===== src/rtl/apb_mem_ap_if.sv =====
// APB master bus used by the memory access port.
// master: drives paddr/psel/penable/pwrite/pwdata/pstrb, samples prdata/pready/pslverr.
// slave : the opposite direction, for the bus target or a testbench responder.
interface apb_mem_ap_if;
  logic [31:0] paddr;
  logic        psel;
  logic        penable;
  logic        pwrite;
  logic [31:0] pwdata;
  logic [3:0]  pstrb;
  logic [31:0] prdata;
  logic        pready;
  logic        pslverr;

  modport master (
    output paddr, psel, penable, pwrite, pwdata, pstrb,
    input  prdata, pready, pslverr
  );

  modport slave (
    input  paddr, psel, penable, pwrite, pwdata, pstrb,
    output prdata, pready, pslverr
  );
endinterface


===== src/rtl/apb_mem_ap.sv =====
// Memory Access Port behind the JTAG debug port. It decodes AP register
// requests (CSW, TAR, DRW, BD0-BD3, CFG, BASE, IDR) and turns DRW/BDx accesses
// into APB transfers, with optional TAR auto-increment inside a 1 KB block.
// Ports:
//   clk, rstn             clock, async active-low reset
//   ap_upd/ap_sel/ap_addr/ap_wdata/ap_rnw  one-cycle request from the DP
//   ap_abort              clears the sticky error, discards an in-flight result
//   ap_busy/ap_rdata/ap_slverr/ap_ack      status and read data back to the DP
//   apb                   APB master bus
//
// state  | meaning
// IDLE   | no transfer; requests accepted
// SETUP  | APB setup phase (psel=1, penable=0)
// ACCESS | APB access phase, waiting for pready
module apb_mem_ap #(
  parameter logic [7:0]  AP_SEL  = 8'h00,
  parameter logic [31:0] AP_IDR  = 32'h0477_0002,
  parameter logic [31:0] AP_BASE = 32'h0000_0003
) (
  input  logic        clk,
  input  logic        rstn,
  input  logic        ap_upd,
  input  logic [7:0]  ap_sel,
  input  logic [5:0]  ap_addr,
  input  logic [31:0] ap_wdata,
  input  logic        ap_rnw,
  input  logic        ap_abort,
  output logic        ap_busy,
  output logic [31:0] ap_rdata,
  output logic        ap_slverr,
  output logic [2:0]  ap_ack,
  apb_mem_ap_if.master apb
);

  typedef enum logic [1:0] {IDLE, SETUP, ACCESS} state_t;

  state_t      state, state_nxt;
  logic [2:0]  csw_size;
  logic [1:0]  csw_inc;
  logic [31:0] tar;
  logic        xfer_read;
  logic        xfer_drw;
  logic        discard;

  logic        accept;
  logic        is_xfer;
  logic        start;
  logic        done;
  logic        keep;
  logic [31:0] csw_rd;
  logic [31:0] reg_rdata;
  logic [31:0] paddr_nxt;
  logic [3:0]  pstrb_nxt;
  logic [9:0]  tar_step;

  assign accept  = ap_upd && (ap_sel == AP_SEL) && (state == IDLE);
  assign is_xfer = (ap_addr == 6'h03) || (ap_addr[5:2] == 4'b0001);
  assign start   = accept && is_xfer;
  assign done    = (state == ACCESS) && apb.pready;
  // An abort seen during the transfer, or on its completing cycle, drops the result.
  assign keep    = done && !discard && !ap_abort;

  assign ap_busy  = (state != IDLE);
  assign ap_ack   = ap_busy ? 3'h1 : 3'h2;
  assign csw_rd   = {24'h0, ap_busy, 1'b1, csw_inc, 1'b0, csw_size};
  assign tar_step = 10'd1 << csw_size;

  always_comb begin
    reg_rdata = 32'h0;
    case (ap_addr)
      6'h00:   reg_rdata = csw_rd;
      6'h01:   reg_rdata = tar;
      6'h3E:   reg_rdata = AP_BASE;
      6'h3F:   reg_rdata = AP_IDR;
      default: reg_rdata = 32'h0;
    endcase
  end

  always_comb begin
    paddr_nxt = {tar[31:4], ap_addr[1:0], 2'b00};
    pstrb_nxt = 4'hF;
    if (ap_addr == 6'h03) begin
      paddr_nxt = {tar[31:2], 2'b00};
      case (csw_size)
        3'd0:    pstrb_nxt = 4'b0001 << tar[1:0];
        3'd1:    pstrb_nxt = 4'b0011 << {tar[1], 1'b0};
        default: pstrb_nxt = 4'hF;
      endcase
    end
    if (ap_rnw) pstrb_nxt = 4'h0;
  end

  always_comb begin
    state_nxt = state;
    case (state)
      IDLE:    if (start) state_nxt = SETUP;
      SETUP:   state_nxt = ACCESS;
      ACCESS:  if (apb.pready) state_nxt = IDLE;
      default: state_nxt = IDLE;
    endcase
  end

  always_ff @(posedge clk or negedge rstn) begin
    if (!rstn) state <= IDLE;
    else       state <= state_nxt;
  end

  // psel/penable are registered copies of the next state so they are glitch-free.
  always_ff @(posedge clk or negedge rstn) begin
    if (!rstn) begin
      apb.psel    <= 1'b0;
      apb.penable <= 1'b0;
    end else begin
      apb.psel    <= (state_nxt != IDLE);
      apb.penable <= (state_nxt == ACCESS);
    end
  end

  always_ff @(posedge clk or negedge rstn) begin
    if (!rstn) begin
      csw_size   <= 3'd2;
      csw_inc    <= 2'd0;
      tar        <= 32'h0;
      ap_rdata   <= 32'h0;
      ap_slverr  <= 1'b0;
      xfer_read  <= 1'b0;
      xfer_drw   <= 1'b0;
      discard    <= 1'b0;
      apb.paddr  <= 32'h0;
      apb.pwrite <= 1'b0;
      apb.pwdata <= 32'h0;
      apb.pstrb  <= 4'h0;
    end else begin
      if (accept) begin
        if (is_xfer) begin
          apb.paddr  <= paddr_nxt;
          apb.pstrb  <= pstrb_nxt;
          apb.pwrite <= !ap_rnw;
          apb.pwdata <= ap_wdata;
          xfer_read  <= ap_rnw;
          xfer_drw   <= (ap_addr == 6'h03);
        end else if (ap_rnw) begin
          ap_rdata <= reg_rdata;
        end else if (ap_addr == 6'h00) begin
          csw_size <= (ap_wdata[2:0] > 3'd2) ? 3'd2 : ap_wdata[2:0];
          csw_inc  <= ap_wdata[5:4];
        end else if (ap_addr == 6'h01) begin
          tar <= ap_wdata;
        end
      end else if (ap_upd && (ap_sel != AP_SEL) && (state == IDLE) && ap_rnw) begin
        ap_rdata <= 32'h0;
      end

      if (keep && !apb.pslverr) begin
        if (xfer_read) ap_rdata <= apb.prdata;
        if (xfer_drw && (csw_inc == 2'b01)) tar[9:0] <= tar[9:0] + tar_step;
      end

      if (ap_abort)                    ap_slverr <= 1'b0;
      else if (keep && apb.pslverr)    ap_slverr <= 1'b1;

      if ((state == IDLE) || done) discard <= 1'b0;
      else if (ap_abort)           discard <= 1'b1;
    end
  end

endmodule


===== src/flat_wrapper.sv =====
// flat-port wrapper written by rule: the top's interface ports become plain ports
module apb_mem_ap_flat 
#(
  parameter logic [7:0]  AP_SEL  = 8'h00,
  parameter logic [31:0] AP_IDR  = 32'h0477_0002,
  parameter logic [31:0] AP_BASE = 32'h0000_0003
)
  (clk, rstn, ap_upd, ap_sel, ap_addr, ap_wdata, ap_rnw, ap_abort, ap_busy, ap_rdata, ap_slverr, ap_ack, apb_paddr, apb_psel, apb_penable, apb_pwrite, apb_pwdata, apb_pstrb, apb_prdata, apb_pready, apb_pslverr);
  apb_mem_ap_if apb_i ();
  input  logic clk;
  input  logic rstn;
  input  logic ap_upd;
  input  logic [7:0] ap_sel;
  input  logic [5:0] ap_addr;
  input  logic [31:0] ap_wdata;
  input  logic ap_rnw;
  input  logic ap_abort;
  output logic ap_busy;
  output logic [31:0] ap_rdata;
  output logic ap_slverr;
  output logic [2:0] ap_ack;
  output wire logic [$bits(apb_i.paddr)-1:0] apb_paddr;
  output wire logic [$bits(apb_i.psel)-1:0] apb_psel;
  output wire logic [$bits(apb_i.penable)-1:0] apb_penable;
  output wire logic [$bits(apb_i.pwrite)-1:0] apb_pwrite;
  output wire logic [$bits(apb_i.pwdata)-1:0] apb_pwdata;
  output wire logic [$bits(apb_i.pstrb)-1:0] apb_pstrb;
  input wire logic [$bits(apb_i.prdata)-1:0] apb_prdata;
  input wire logic [$bits(apb_i.pready)-1:0] apb_pready;
  input wire logic [$bits(apb_i.pslverr)-1:0] apb_pslverr;
  assign apb_paddr = apb_i.paddr;
  assign apb_psel = apb_i.psel;
  assign apb_penable = apb_i.penable;
  assign apb_pwrite = apb_i.pwrite;
  assign apb_pwdata = apb_i.pwdata;
  assign apb_pstrb = apb_i.pstrb;
  assign apb_i.prdata = apb_prdata;
  assign apb_i.pready = apb_pready;
  assign apb_i.pslverr = apb_pslverr;
  apb_mem_ap #(.AP_SEL(AP_SEL), .AP_IDR(AP_IDR), .AP_BASE(AP_BASE)) u_core (.clk(clk), .rstn(rstn), .ap_upd(ap_upd), .ap_sel(ap_sel), .ap_addr(ap_addr), .ap_wdata(ap_wdata), .ap_rnw(ap_rnw), .ap_abort(ap_abort), .ap_busy(ap_busy), .ap_rdata(ap_rdata), .ap_slverr(ap_slverr), .ap_ack(ap_ack), .apb(apb_i));
endmodule

===== config.mk =====
export PLATFORM = sky130hd
export DESIGN_NAME = apb_mem_ap_flat
export DESIGN_NICKNAME = d
export VERILOG_FILES = /design/src/rtl/apb_mem_ap_if.sv /design/src/rtl/apb_mem_ap.sv /design/src/flat_wrapper.sv
export SDC_FILE = /design/constraint.sdc
export NUM_CORES = 1
export LEC_CHECK = 0
export BUFFER_PORTS_ARGS = -buffer_cell sky130_fd_sc_hd__buf_2
export CORE_MARGIN = 3
export CORE_UTILIZATION = 24
export DETAILED_ROUTE_END_ITERATION = 8
export PLACE_DENSITY = 0.43
export SYNTH_ARGS = -nofsm -noshare
export SYNTH_HDL_FRONTEND = slang
export SYNTH_SLANG_ARGS = --single-unit

===== constraint.sdc =====
create_clock -name clk -period 4.7 [get_ports clk]
set_clock_uncertainty 0.05 [all_clocks]
set_input_delay 1.41 -clock clk [delete_from_list [all_inputs] [get_ports clk]]
set_output_delay 1.41 -clock clk [all_outputs]
set_load 0.05 [all_outputs]

### After elaboration in Yosys (flattened, before gate mapping)

Cells that the tools add are included.

| storage, ports and cells | value |
|---|---|
| output and inout port bits | 108 |
| word-level logic and storage cells | 91 |
| bits in registers | 146 |
| input port bits | 85 |

| cells by class | value |
|---|---|
| bitwise gates (word level) | 3 |
| magnitude comparators | 1 |
| muxes and demuxes | 27 |
| reductions and logical operators | 30 |
| shift operators | 3 |
| eq/ne operators | 10 |
| add/sub/neg operators | 1 |

Operator list:

| kind | count |
|---|---|
| $mux 32 | 6 |
| $pmux 32 s4 | 1 |
| $mux 10 | 7 |
| $eq 6x6->1 const B | 2 |
| $logic_and 1x1->1 | 12 |
| $mux 4 | 3 |
| $add 10x10->10 | 1 |
| $shl 1x3->10 const A | 1 |
| $logic_not 8->1 | 1 |
| $pmux 4 s2 | 1 |
| $reduce_bool 2->1 | 4 |
| $reduce_bool 8->1 | 1 |
| $eq 6x1->1 const B | 1 |
| $eq 6x2->1 const B | 1 |
| $logic_not 6->1 | 1 |
| $mux 2 | 3 |
| $pmux 2 s3 | 1 |
| $reduce_and 5->1 | 1 |
| $eq 2x1->1 const B | 2 |
| $eq 2x2->1 const B | 2 |
| $eq 4x1->1 const B | 1 |
| $logic_not 1->1 | 4 |
| $mux 1 | 4 |
| $reduce_and 4->1 | 1 |
| other kinds (10) | 13 |

### Longest topological paths before layout

| depth | value |
|---|---|
| depth in word-level cells | 8 |
| gate-level depth with buffers | 10 |
| gate-level depth less buffers | 10 |

### Least setup slack after synthesis

Ideal clock, no wire load.

| timing | value |
|---|---|
| path type | register -> output |
| from | register u_core.state[1] |
| to | output port ap_ack[0] |
| required time | 3240 ps |
| stages on the path, launching flop included | 4 |
| buffers on the path | 1 |
| arrival | 2000 ps |
| setup slack | 1240 ps |
| path through | dfrtp_1 -> nor2_1 -> inv_1 -> buf_4 |

| between the ends | value |
|---|---|
| cells in the longest elaborated chain, start to end | 2 |

Ends and longest elaborated chain:

| what | RTL line | source |
|---|---|---|
| from (decl) | apb_mem_ap.sv:37 | `state_t state, state_nxt;` |
| from (signal assigned) | apb_mem_ap.sv:105 | `else state <= state_nxt;` |
| $reduce_bool 2->1 | apb_mem_ap.sv:63 | `assign ap_busy = (state != IDLE);` |
| net ap_busy | flat_wrapper.sv:18 | `output logic ap_busy;` |
| $mux 2 | apb_mem_ap.sv:64 | `assign ap_ack = ap_busy ? 3'h1 : 3'h2;` |
| to (decl) | flat_wrapper.sv:21 | `output logic [2:0] ap_ack;` |

The timed path passes the listed nets, and every way through them passes these cells.

### Worst setup path in the final report

| timing | value |
|---|---|
| from | input port ap_addr[0] |
| to | register u_core.apb.pstrb[2] |

| between the ends | value |
|---|---|
| cells in the longest elaborated chain, start to end | 3 |
| elaborated cells between the ends (all ways) | 5 |
| classes of those cells | 1 x eq/ne; 2 x mux; 2 x reduce/logical |

Ends and longest elaborated chain:

| what | RTL line | source |
|---|---|---|
| from (decl) | flat_wrapper.sv:14 | `input logic [5:0] ap_addr;` |
| $eq 6x2->1 (*) | apb_mem_ap.sv:57, apb_mem_ap.sv:82 |  |
| $mux 4 or $logic_or 1x1->1 (tied branches) | apb_mem_ap.sv:82, apb_mem_ap.sv:57 |  |
| $mux 4 or $reduce_and 2->1 (tied branches) | -- |  |
| to (signal assigned) | apb_mem_ap.sv:137 | `apb.pstrb <= pstrb_nxt;` |
| to (decl) | apb_mem_ap_if.sv:16 | `output paddr, psel, penable, pwrite, pwdata, pstrb,` |

Every way passes the cells marked *; elsewhere a longest branch is shown, timed or not.
A chain may end at the register's enable or synchronous reset.

==> results.json <==
{
  "status": "finished clean",
  "critPathBufInv": 2,
  "cp.required_ns": 5.00,
  "cts_tree": "yes",
  "worstPathCellList": "buf_2 > a21oi_1 > or4_1 > or2_2 > buf_4 > nor2_2 > a22o_1",
  "rsz0062_at_grt": "no",
  "worstSetupStartpointType": "primary input",
  "hold_viol": 0,
  "fmax_mhz": 308,
  "antenna_cells": 0,
  "slew_headroom": 0.441,
  "pre_cts_slack_ns": 1.01,
  "setup_viol_count_final": 0,
  "fin_setup_tns_ns": 0,
  "critPathKind": "in -> reg",
  "arrival_ns": 3.55,
  "worst_path_dominant_cell_family": "simple AND/OR/NAND/NOR gates",
  "power_density_nw_per_um2": 321,
  "postCtsSetupBuffers": 0,
  "synth_compound_area_frac": 0.106,
  "muxShareOfSynthArea": 0.0142,
  "yosys_most_used_dff": "dfrtp_1",
  "htree_num_levels": 4,
  "cts_inserted_buffers": 17,
  "ant_nets": 0,
  "antenna_found_initial": 0,
  "via_per_inst": 4.40,
  "ys_seq_area_frac": 0.545,
  "cpPeakStageDelay_ns": 0.49,
  "synth_warnings": 0,
  "dieHeight_microns": 172,
  "drive_above_1_share": 0.294,
  "leakagePower_nw": 4.64,
  "hold_buffers": 0,
  "drt-initial-drc-count": 396,
  "routedWlPerCell_microns": 17.1,
  "dr.pass1.iters": 4,
  "synth-edff-count": 0,
  "fp.dieW_microns": 172,
  "area_growth_pct": 27.6,
  "initial_utilization": 0.245,
  "slowest_stage": "or4_1",
  "via_count": 5527,
  "synth_cell_types": 55,
  "synth_top_family_by_area": "simple AND/OR/NAND/NOR gates",
  "cts_buffer_depth": 2,
  "end_kind": "flip-flop",
  "synth-xor-area-share": 0.00662,
  "whs_ns": 0.419,
  "grt_max_degree": 75,
  "power_mw": 2.71,
  "nets": 997,
  "gp_congestion": 0.821,
  "design.core.area_sq_um": 27000,
  "worstHoldPathType": "reg -> reg",
  "portBuffers": 189,
  "grt_util_all_layers": 0.146,
  "peakVddDrop_uv": 173,
  "slew_viol_final": 0,
  "min_period_ns": 3.24,
  "ctsResizeCount": 0,
  "synth.avg_cell_area_sq_um": 9.13,
  "syn_inst": 725,
  "ioPinCount": 193,
  "synthAdderAreaFrac": 0.0200,
  "die_area_sq_um": 29600,
  "grt_pass1_wl_microns": 32700,
  "routed_wirelength_microns": 21500,
  "cp_max_fo": 73,
  "synth-seq-cells": 144,
  "rows": 60,
  "cts.sinks": 144,
  "timing.final.crit_share": 0.690,
  "overflow": 0,
  "insertion_delay_ns": 0.42,
  "cap_violations": 0,
  "drc_errors": 0,
  "postLayoutSetupSlackWorst_ns": 1.46,
  "clk_pin_slew_ns": 0.07,
  "cts-root-buf": "clkbuf_16",
  "dp_hpwl_microns": 15200,
  "async_reset_ff_frac": 1.00,
  "layout_common_cells": "274 x nand2_1, 188 x buf_2, 143 x dfrtp_1",
  "worst_pin_slew_ns": 0.838,
  "grt_pass1_vias": 5419,
  "mostFrequentLayoutCell": "nand2_1",
  "final_util": 0.312,
  "syn_area_sq_um": 6620,
  "synth_simple_gate_area_frac": 0.260
}
layer usage:
layer	vias up	routed length (microns)	part of all wire	global-route usage
li1	2761	-	-	-
met1	2597	10600	0.50	0.211
met2	148	9470	0.44	0.218
met3	21	1070	0.050	0.0290
met4	0	321	0.015	0.0455
met5	-	0	0	0
synth_stat cells (all sizes together) (2+ instances only):
cell / instances / share of area
nand2: 275 / 0.16
dfrtp: 143 / 0.54
nor2: 61 / 0.039
buf: 33 / 0.034
a21oi: 22 / 0.017
nand3: 21 / 0.016
a221oi: 20 / 0.036
o21ai: 18 / 0.014
inv: 14 / 0.0079
clkbuf: 11 / 0.0062
o211ai: 11 / 0.012
ha: 9 / 0.017
nor3: 9 / 0.0076
a31oi: 6 / 0.0057
mux2i: 6 / 0.0091
nand2b: 5 / 0.0047
nor2b: 5 / 0.0047
nor3b: 5 / 0.0064
a22o: 4 / 0.0053
a22oi: 4 / 0.0045
nor4: 4 / 0.0070
and2: 3 / 0.0028
and3: 3 / 0.0028
mux2: 3 / 0.0051
nand4: 3 / 0.0028
o21a: 3 / 0.0034
or2: 3 / 0.0028
xor2: 3 / 0.0040
a21o: 2 / 0.0023
or3: 2 / 0.0019
xnor2: 2 / 0.0026
worst paths after layout:
path                                      start                   end  slack, ns  depth (start not counted)
max                                  ap_addr[0]   u_core.apb.pstrb[2]       1.46                          7
min                        u_core.apb.paddr[23]  u_core.apb.paddr[23]       0.42                          2
max reg2reg                     u_core.state[1]   u_core.apb.pstrb[2]       1.97                          6
min reg2reg                u_core.apb.paddr[23]  u_core.apb.paddr[23]       0.42                          2
max in group asynchronous                  rstn   u_core.ap_rdata[27]       2.80                          2
min in group asynchronous                  rstn  u_core.apb.pwdata[3]       0.94                          1
state kept, by name (all words and copies together) (netlist names), 2 cells and up:
register / cells
u_core.ap_rdata: 32
u_core.tar: 32
u_core.apb.pstrb: 4
u_core.csw_inc: 2
u_core.csw_size: 3
u_core.state: 2
u_core.apb.pwdata: 32
u_core.apb.paddr: 30
worst register-to-register path: stages, from the launching register on:
cell and delay, ns:
dfrtp_1 0.41, nor2_1 0.47, nand4_1 0.42, or2_2 0.44, buf_4 0.40, nor2_2 0.31
a22o_1 0.16
cell families (layout without fill, tap and decap cells):
logic type / after synthesis / in the layout
AO/OA/AOI/OAI: 95 / 95
XOR/XNOR: 5 / 5
adder cells (fa/ha/maj): 10 / 10
buffers and inverters: 58 / 246
flip-flops: 144 / 144
multiplexers: 9 / 9
other: 1 / 3
AND/OR/NAND/NOR: 403 / 403
layout make-up:
| cell class | instances | area (sq um) |
|---|---|---|
| clock buffers | 17 | 425 |
| well taps | 341 | 427 |
| repair buffers | 200 | 1060 |
| fillers | 2886 | 18600 |
| inverters | 14 | 52.6 |
| multi-input cells | 525 | 2730 |
| flip-flops and latches | 144 | 3600 |
| clock inverters | 15 | 148 |
power breakdown:
part           leakage (nW)  internal (mW)  total [mW]  switching [mW]
Clock                 0.279          0.746        1.35           0.607
Sequential             1.99           1.24        1.24         0.00126
Combinational          2.37         0.0357       0.113          0.0773
through the flow:
step	instance area, sq um	std cells
finish	8440	1256
global route	8440	1256
CTS	8440	1256
detailed placement	7870	1224
global placement	7870	1224
floorplan	6620	727
Note: power is estimated with default switching activity, not from simulation.
